===== config.mk =====
export PLATFORM = sky130hd
export DESIGN_NAME = reader_cmdgen
export DESIGN_NICKNAME = d
export VERILOG_FILES = /design/src/rtl/reader_cmdgen.sv
export SDC_FILE = /design/constraint.sdc
export NUM_CORES = 1
export LEC_CHECK = 0
export BUFFER_PORTS_ARGS = -buffer_cell sky130_fd_sc_hd__buf_2
export CAP_MARGIN = 5
export CORE_MARGIN = 1.5
export CORE_UTILIZATION = 45
export CTS_CLUSTER_DIAMETER = 120
export CTS_CLUSTER_SIZE = 40
export DETAILED_ROUTE_END_ITERATION = 6
export GPL_TIMING_DRIVEN = 0
export HOLD_SLACK_MARGIN = 0.12
export PLACE_DENSITY = 0.6
export SYNTH_ARGS = -nofsm -noshare
export SYNTH_HDL_FRONTEND = slang
export SYNTH_SLANG_ARGS = --single-unit

===== constraint.sdc =====
create_clock -name clk -period 2.5 [get_ports clk]
set_input_delay 0.125 -clock clk [delete_from_list [all_inputs] [get_ports clk]]
set_output_delay 0.125 -clock clk [all_outputs]
set_load 0.05 [all_outputs]

===== src/rtl/reader_cmdgen.sv =====
// Reader-side Gen2 command serializer: builds QueryRep/Ack/Query/QueryAdj/Nack/ReqRN
// frames, appends CRC5/CRC16 and shifts bits MSB-first per bit_en. Option: CMDGEN_CRC_INJECT_EN.
module reader_cmdgen #(
    parameter int          MAX_BITS     = 40,
    parameter logic [4:0]  CRC5_PRESET  = 5'b01001,
    parameter logic [15:0] CRC16_PRESET = 16'hFFFF
) (
    input  logic        clk,
    input  logic        reset,
    input  logic        bit_en,
    input  logic        start,
    input  logic [2:0]  cmd_sel,
    input  logic        dr,
    input  logic        trext,
    input  logic [1:0]  m,
    input  logic [1:0]  sel,
    input  logic [1:0]  session,
    input  logic        target,
    input  logic [3:0]  q,
    input  logic [2:0]  updn,
    input  logic [15:0] rn16,
`ifdef CMDGEN_CRC_INJECT_EN
    input  logic        crc_corrupt,
`endif
    output logic        bitout,
    output logic        bitout_valid,
    output logic        busy,
    output logic        done,
    output logic        error
);

    typedef enum logic [1:0] {IDLE, SEND, CRC, FINISH} state_t;
    typedef enum logic [1:0] {CRC_NONE, CRC_5, CRC_16} crc_kind_t;

    state_t              state, state_nx;
    logic [MAX_BITS-1:0] shreg;
    logic [15:0]         crc;
    logic [5:0]          bit_cnt, cnt_nx;
    logic [5:0]          plen_q, flen_q;
    crc_kind_t           kind_q;
    logic                corrupt_q;

    // Load-time decode of the requested command
    logic [23:0]         ld_pay;
    logic [5:0]          ld_plen, ld_flen;
    crc_kind_t           ld_kind;
    logic                ld_legal;
    logic [MAX_BITS-1:0] ld_frame;

    always_comb begin
        ld_pay   = '0;
        ld_plen  = '0;
        ld_flen  = '0;
        ld_kind  = CRC_NONE;
        ld_legal = 1'b1;
        case (cmd_sel)
            3'd0: begin
                ld_pay  = 24'({2'b00, session});
                ld_plen = 6'd4;
                ld_flen = 6'd4;
            end
            3'd1: begin
                ld_pay  = 24'({2'b01, rn16});
                ld_plen = 6'd18;
                ld_flen = 6'd18;
            end
            3'd2: begin
                ld_pay  = 24'({4'b1000, dr, m, trext, sel, session, target, q});
                ld_plen = 6'd17;
                ld_flen = 6'd22;
                ld_kind = CRC_5;
            end
            3'd3: begin
                ld_pay  = 24'({4'b1001, session, updn});
                ld_plen = 6'd9;
                ld_flen = 6'd9;
            end
            3'd5: begin
                ld_pay  = 24'(8'b1100_0000);
                ld_plen = 6'd8;
                ld_flen = 6'd8;
            end
            3'd6: begin
                ld_pay  = {8'b1100_0001, rn16};
                ld_plen = 6'd24;
                ld_flen = 6'd40;
                ld_kind = CRC_16;
            end
            default: ld_legal = 1'b0;
        endcase
        // Left-align the payload so the first bit sits at the MSB
        ld_frame = MAX_BITS'(ld_pay) << (6'(MAX_BITS) - ld_plen);
    end

    // Serial CRC step driven by the outgoing payload bit
    logic        pay_bit, fb5, fb16, crc_bit, last_bit;
    logic [4:0]  crc5_nx;
    logic [15:0] crc16_nx, crc_step;

    always_comb begin
        pay_bit  = shreg[MAX_BITS-1];
        fb5      = pay_bit ^ crc[4];
        fb16     = pay_bit ^ crc[15];
        crc5_nx  = {crc[3:0], 1'b0} ^ (fb5 ? 5'b01001 : 5'b00000);
        crc16_nx = {crc[14:0], 1'b0} ^ (fb16 ? 16'h1021 : 16'h0000);
        crc_step = (kind_q == CRC_16) ? crc16_nx : {11'b0, crc5_nx};
        cnt_nx   = bit_cnt + 6'd1;
        last_bit = (cnt_nx == flen_q);
        // CRC16 goes out ones-complemented; CRC5 goes out as-is
        crc_bit  = (kind_q == CRC_16) ? ~crc[15] : crc[4];
        if (last_bit && corrupt_q)
            crc_bit = ~crc_bit;
    end

    always_comb begin
        state_nx = state;
        case (state)
            IDLE:    if (start && ld_legal) state_nx = SEND;
            SEND:    if (bit_en && cnt_nx == plen_q)
                         state_nx = (kind_q == CRC_NONE) ? FINISH : CRC;
            CRC:     if (bit_en && last_bit) state_nx = FINISH;
            FINISH:  if (bit_en) state_nx = IDLE;
            default: state_nx = IDLE;
        endcase
    end

    always_ff @(posedge clk or negedge reset) begin
        if (!reset) state <= IDLE;
        else        state <= state_nx;
    end

    always_ff @(posedge clk or negedge reset) begin
        if (!reset) begin
            shreg        <= '0;
            crc          <= '0;
            bit_cnt      <= '0;
            plen_q       <= '0;
            flen_q       <= '0;
            kind_q       <= CRC_NONE;
            bitout       <= 1'b0;
            bitout_valid <= 1'b0;
            busy         <= 1'b0;
            done         <= 1'b0;
            error        <= 1'b0;
        end else begin
            done  <= 1'b0;
            error <= 1'b0;
            case (state)
                IDLE: begin
                    // bit_en is deliberately ignored here, including on the accept clock
                    if (start && ld_legal) begin
                        shreg   <= ld_frame;
                        plen_q  <= ld_plen;
                        flen_q  <= ld_flen;
                        kind_q  <= ld_kind;
                        crc     <= (ld_kind == CRC_16) ? CRC16_PRESET : {11'b0, CRC5_PRESET};
                        bit_cnt <= '0;
                        busy    <= 1'b1;
                    end else if (start) begin
                        error <= 1'b1;
                    end
                end
                SEND: if (bit_en) begin
                    bitout       <= pay_bit;
                    bitout_valid <= 1'b1;
                    shreg        <= shreg << 1;
                    crc          <= crc_step;
                    bit_cnt      <= cnt_nx;
                end
                CRC: if (bit_en) begin
                    bitout       <= crc_bit;
                    bitout_valid <= 1'b1;
                    crc          <= crc << 1;
                    bit_cnt      <= cnt_nx;
                end
                FINISH: if (bit_en) begin
                    bitout       <= 1'b0;
                    bitout_valid <= 1'b0;
                    busy         <= 1'b0;
                    done         <= 1'b1;
                end
                default: ;
            endcase
        end
    end

`ifdef CMDGEN_CRC_INJECT_EN
    always_ff @(posedge clk or negedge reset) begin
        if (!reset)                                corrupt_q <= 1'b0;
        else if (state == IDLE && start && ld_legal) corrupt_q <= crc_corrupt;
    end
`else
    assign corrupt_q = 1'b0;
`endif

endmodule


==> flow_summary.json, run 1 <==
{
  "outcome": "completed",
  "layout-drive-gt1-share": 0.192,
  "hpwl_mm": 11.3,
  "synthFlopType": "dfrtp_1",
  "holdWs_ns": 0.175,
  "htreeDepth": 3,
  "drc": 0,
  "rrSetupSlack_ns": 0.14,
  "r2r_cells": 8,
  "crit_required_ns": 2.71,
  "start_util": 0.460,
  "die_height_um": 114,
  "clk_pin_slew_worst_paths_ns": 0.06,
  "p_leak_nw": 2.85,
  "n_antenna_cell": 0,
  "setup_tns_ns": 0,
  "crit_end": "shreg[35]$_DFFE_PN0P_",
  "pwr-share-clk": 0.187,
  "grt_util_met2": 0.408,
  "finalClockSkew_ns": 0.00963,
  "drt_iter0_markers": 452,
  "final_antenna_net_count": 0,
  "die_area_um2": 12900,
  "worst_pin_slew_ns": 0.573,
  "gp_congestion": 0.917,
  "grt.met3_usage": 0.0404,
  "numCtsBuffers": 9,
  "yosys_warnings": 0,
  "drt_first_pass_iters": 5,
  "clock_path_buffers": 2,
  "syn_nets": 707,
  "startpoint": "cmd_sel[1]",
  "clockRootBuffer": "clkbuf_16",
  "p_sw_mw": 2.93,
  "areaGrowthSynthToFinish_pct": 14.7,
  "internal_power_mw": 3.67,
  "core.rowCount": 40,
  "ys_seq_area_frac": 0.362,
  "timing.rr.end": "state[1]$_DFFE_PN0P_",
  "core-area_um2": 12000,
  "slew_viol_final": 0,
  "finalCriticalPeriod_ns": 2.41,
  "ys_types": 77,
  "final_nets": 763,
  "use_met1": 0.354,
  "clk_latency_ns": 0.34,
  "slew_headroom": 0.616,
  "post-route-period-util": 0.964,
  "grt_pass1_wl_mm": 26.1,
  "cp_max_fo": 10,
  "crit_path_end_kind": "flop",
  "synth_edf_count": 0,
  "vdd_drop_max_mv": 0.347,
  "crit_type": "input pin to flop",
  "swShare": 0.444,
  "netlist_area_um2": 5520,
  "grt-busiest-layer": "met2",
  "io_buffers": 43,
  "routed-via-count": 5249,
  "ys_ff_latch": 80,
  "place_ws_ns": -0.759,
  "p_per_area_nw_per_um2": 1040,
  "wirelength_mm": 15.6,
  "netlist_instances": 660,
  "cts_tree": "built",
  "grt_overflow_total": 0,
  "fmax_mhz": 415,
  "start_kind": "input pin",
  "timing.rr.start": "state[0]$_DFFE_PN0P_",
  "seqPwrFrac": 0.310,
  "wl_per_cell_um": 18.0,
  "rsz0062_at_grt": "yes",
  "grt_max_degree": 68,
  "antenna_found_initial": 0,
  "drv_cap": 0,
  "async_flop_share": 1.00,
  "die_width_um": 114,
  "hold_violations": 0,
  "vias_per_cell": 6.05,
  "setup_viol": 0,
  "p_comb_frac": 0.502,
  "min_path_type": "input pin to asynchronous set/reset pin",
  "grt_pass1_vias": 5071,
  "setup_ws_ns": 0.0899,
  "cts_sinks": 80,
  "avgSynthCellArea_um2": 8.37,
  "crit_arrival_ns": 2.62,
  "gr-usage-all-layers": 0.256,
  "ios": 44
}
-- cell families (layout without fill, tap and decap cells) --
logic type | after synthesis | in the layout | share of synthesized area
and+or+nand+nor | 255 | 255 | 0.226
xor gates and xnor gates | 21 | 21 | 0.0371
adders and majority gates | 8 | 8 | 0.0181
muxes | 30 | 30 | 0.0584
AOI/OAI and AO/OA | 198 | 198 | 0.237
DFF | 80 | 80 | 0.362
buffers and inverters | 68 | 128 | 0.0612
-- synth_stat cells, drive strengths merged, types with 4 or more instances --
library cell	count	share of area
a21o	9	0.012
a21oi	62	0.058
a221oi	11	0.019
a22o	10	0.016
a31oi	7	0.0079
a32oi	4	0.0063
and2	5	0.0057
and3	7	0.0079
buf	29	0.035
clkbuf	23	0.016
dfrtp	80	0.36
ha	8	0.018
inv	15	0.010
mux2	5	0.010
mux2i	25	0.048
nand2	88	0.060
nand2b	7	0.0079
nand3	28	0.025
nand3b	8	0.011
nand4	4	0.0045
nand4b	4	0.0063
nor2	70	0.049
nor2b	6	0.0068
nor3	11	0.015
nor3b	4	0.0063
o211ai	15	0.024
o21ai	46	0.042
o22ai	8	0.0091
o2bb2ai	5	0.0079
xnor2	13	0.021
xor2	7	0.012
-- worst min path at each step --
stage               cells past startpoint                endpoint
CTS                                     2  bit_cnt[3]$_DFFE_PN0P_
detailed placement                      1  bit_cnt[3]$_DFFE_PN0P_
global placement                        2    shreg[4]$_DFFE_PN0P_
finish                                  2  bit_cnt[3]$_DFFE_PN0P_
floorplan                               0  bit_cnt[0]$_DFFE_PN0P_
global route                            2  bit_cnt[3]$_DFFE_PN0P_
-- flip-flops by register name, indices dropped and copies added (netlist names) --
name,count
plen_q,4
shreg,40
kind_q,2
flen_q,5
bitout,1
bit_cnt,6
crc,16
done,1
bitout_valid,1
error,1
state,2
busy,1
-- what timing repair did --
| action | CTS | global route |
|---|---|---|
| setup buffers | 3 | 1 |
| setup endpoints to repair | 53 | 57 |
| cloned | 0 | 0 |
| pin swaps | 1 | 1 |
| hold endpoints to repair | 80 | 0 |
| resized for setup | 11 | 22 |
| hold buffers | 1 | 0 |
-- power groups by stage --
| stage | registers, mW | logic (mW) | clock network, mW |
|---|---|---|---|
| 2_1_floorplan | 2.09 | 2.30 | 0 |
| 3_3_place_gp | 2.05 | 3.15 | 0 |
| 3_5_place_dp | 2.07 | 3.21 | 0 |
| 4_1_cts | 2.05 | 3.27 | 1.26 |
| 5_1_grt | 2.10 | 3.71 | 1.30 |
| 6_report | 2.05 | 3.31 | 1.24 |
-- per-layer routing --
metal / vias up / part of all wire
met2: 170 / 0.47
li1: 2489 / -
met5: - / 0
met1: 2551 / 0.46
met3: 39 / 0.048
met4: 0 / 0.021
-- cell type report --
class | instances | area (µm²)
inverter | 16 | 61.3
clock buffer | 11 | 243
tap | 147 | 184
sequential | 80 | 2000
clock inverter | 4 | 28.8
timing repair buffer | 49 | 285
multi-input combinational | 512 | 3260
fill | 1156 | 5670
buffer | 48 | 277
-- per-stage QoR --
stage / cells / power (mW) / instance area, µm² / util
final: 867 / 6.59 / 6340 / 0.528
after global routing: 867 / 7.12 / 6340 / 0.528
after CTS: 868 / 6.58 / 6290 / 0.524
after detailed placement: 851 / 5.27 / 5950 / 0.496
after global placement: 850 / 5.19 / 5920 / 0.493
after floorplan: 660 / 4.38 / 5520 / -
-- cells in the final DEF (no fill, tap or decap), types with 5 or more instances in the layout --
cell type  netlist  layout
a21o_1           9       9
a21oi_1         59      58
a221oi_1        10      10
a22o_1          10      10
a31oi_1          7       7
and2_1           5       5
and3_1           7       7
buf_2           18      61
buf_4            3       9
buf_6            5       5
clkbuf_1        23      12
clkbuf_16        0       9
clkbuf_2         0       7
dfrtp_1         80      79
ha_1             8       6
inv_1           15      14
mux2i_1         23      21
nand2_1         87      86
nand2b_1         7       7
nand3_1         28      28
nand3b_1         8       8
nor2_1          69      69
nor2b_1          6       5
nor3_1           8       7
o211ai_1        11      11
o21ai_0         41      41
o22ai_1          8       8
o2bb2ai_1        5       5
xnor2_1         13      12
xor2_1           6       6
-- worst max-delay path, stage by stage --
cell and delay, ns:
buf_2 0.17, buf_6 0.18, buf_8 0.15, nor2b_2 0.22, inv_1 0.11, ha_1 0.18, buf_2 0.22, xnor2_2 0.21
buf_4 0.22, mux2_2 0.36, mux2i_2 0.21, and2_1 0.19, o22ai_1 0.09
No activity file was read; power rests on OpenSTA's default activity.
==> run 2, diff against run 1 <==
--- a/config.mk
+++ b/config.mk
@@ -7,7 +7,8 @@
 export LEC_CHECK = 0
 export BUFFER_PORTS_ARGS = -buffer_cell sky130_fd_sc_hd__buf_2
 export CAP_MARGIN = 5
-export CORE_MARGIN = 1.5
+export CORE_ASPECT_RATIO = 0.75
+export CORE_MARGIN = 4
 export CORE_UTILIZATION = 45
 export CTS_CLUSTER_DIAMETER = 120
 export CTS_CLUSTER_SIZE = 40
==> flow_summary.json, run 2 (synthesis gave the netlist of run 1 again) <==
{
  "hpwl_mm": 12.0,
  "finalClockSkew_ns": 0.00646,
  "clk_latency_ns": 0.34,
  "top_regs": "shreg: 40 flops, crc: 16 flops, bit_cnt: 6 flops",
  "cp_slowest_cell": "mux2_2",
  "wirelength_mm": 16.2,
  "clk_pin_slew_worst_paths_ns": 0.06,
  "vias_per_cell": 5.99,
  "final_common_cell": "nand2_1",
  "cts_tree": "built",
  "ios": 44,
  "antenna_found_initial": 0,
  "drv_cap": 0,
  "start_kind": "input pin",
  "final_antenna_net_count": 0,
  "cp_cell_sequence": "buf_2 > buf_6 > buf_8 > nor2b_2 > inv_1 > ha_1 > clkbuf_4 > xnor2_2 > buf_6 > mux2_2 > mux2i_2 > and2_1 > o22ai_1",
  "grt_max_degree": 56,
  "largest_register_ffs": 40,
  "drt_iter0_markers": 568,
  "drt_first_pass_iters": 7,
  "max_stage_delay_ns": 0.34,
  "crit_type": "input pin to flop",
  "worst_pin_slew_ns": 0.707,
  "core-area_um2": 11800,
  "die_area_um2": 14100,
  "start_util": 0.469,
  "final_core_util": 0.546,
  "drc": 0,
  "slew_viol_final": 0,
  "top_register": "shreg",
  "cp_common_cell": "buf_6",
  "gp_congestion": 0.916,
  "post-route-period-util": 0.958,
  "final_nets": 764,
  "routed-via-count": 5299,
  "core.rowCount": 34,
  "numCtsBuffers": 9,
  "die_height_um": 104,
  "p_leak_nw": 2.89,
  "htreeDepth": 3,
  "layout-drive-gt1-share": 0.190,
  "rsz0062_at_grt": "no",
  "clockRootBuffer": "clkbuf_16",
  "wl_per_cell_um": 18.3,
  "p_per_area_nw_per_um2": 1070,
  "crit_arrival_ns": 2.60,
  "cts_sinks": 80,
  "crit_required_ns": 2.71,
  "grt_pass1_wl_mm": 26.5,
  "path_delay_family": "buffers and inverters",
  "clock_path_buffers": 2,
  "critPathBufInv": 6,
  "io_buffers": 43,
  "vdd_drop_max_mv": 0.619,
  "cp_max_fo": 10,
  "finalCriticalPeriod_ns": 2.40,
  "slew_headroom": 0.526,
  "grt_overflow_total": 0,
  "die_width_um": 136,
  "layout_common_cells": "nand2_1, dfrtp_1, nor2_1, buf_2, a21oi_1",
  "setup_tns_ns": 0,
  "grt_pass1_vias": 5156,
  "outcome": "completed",
  "hold_violations": 0,
  "areaGrowthSynthToFinish_pct": 16.5,
  "crit_path_end_kind": "flop",
  "min_path_type": "input pin to flop",
  "n_antenna_cell": 0,
  "setup_viol": 0,
  "fmax_mhz": 417,
  "gr-usage-all-layers": 0.234
}
run 2: cell count changes in the layout (fill, tap and decap cells not counted), moves of 2 or more:
cell       delta
a21oi_2       -2
buf_2         -2
bufinv_16     +2
clkbuf_1      +2
run 2: cell type report:
class / count / area, µm²
flip-flops and latches: 80 / 2000
well taps: 162 / 203
multi-input cells: 512 / 3260
clock buffers: 12 / 246
plain buffers: 49 / 289
repair buffers: 49 / 298
fillers: 1093 / 5350
clock inverters: 4 / 76.3
inverters: 16 / 61.3
run 2: repair_timing:
item | CTS | global route
pin swaps | 1 | 1
setup buffers | 3 | 1
hold buffers | 1 | 0
endpoints found under the hold margin | 80 | 0
resized for setup | 13 | 21
setup endpoints to repair | 48 | 55
run 2: power breakdown:
part,leakage (nW),switching (mW),internal (mW)
combinational,1.72,2.14,1.27
clock,0.153,0.527,0.906
sequential,1.02,0.302,1.74
run 2: worst register-to-register path, delay by kind of cell (launching register included):
kind | cells | cell delay [ns]
DFF | 1 | 0.43
AOI/OAI and AO/OA | 4 | 0.65
and+or+nand+nor | 1 | 0.30
adders and majority gates | 1 | 0.33
buffers and inverters | 3 | 0.51
run 2: final timing paths:
check | from | slack (ns) | to | cells after the start
hold reg to reg | shreg[2]$_DFFE_PN0P_ | 0.47 | shreg[2]$_DFFE_PN0P_ | 2
hold / removal | start | 0.24 | plen_q[4]$_DFFE_PN0P_ | 3
max in group asynchronous | reset | 1.65 | shreg[29]$_DFFE_PN0P_ | 3
setup reg to reg | state[0]$_DFFE_PN0P_ | 0.15 | shreg[37]$_DFFE_PN0P_ | 9
min in group asynchronous | reset | 0.26 | flen_q[3]$_DFFE_PN0P_ | 2
setup / recovery | cmd_sel[1] | 0.10 | shreg[35]$_DFFE_PN0P_ | 13
run 2: layer usage:
layer	wire length [µm]	track usage	vias up
met2	7270	0.351	188
met4	177	0.0511	0
met1	7730	0.342	2596
li1	-	-	2496
met3	1020	0.0551	19
met5	0	0	-
run 2: metrics by stage:
step           setup WS [ns]  power [mW]  hold WS (ns)  cell area [µm²]  std cells
6_report               0.104        6.88         0.241             6440        884
5_1_grt              0.00247        7.40         0.254             6440        884
4_1_cts              0.00303        6.83         0.235             6380        885
3_5_place_dp          -0.710        5.27        0.0691             5970        866
3_3_place_gp          -0.736        5.20         0.452             5940        865
2_1_floorplan          0.128        4.38        -0.171             5520        660
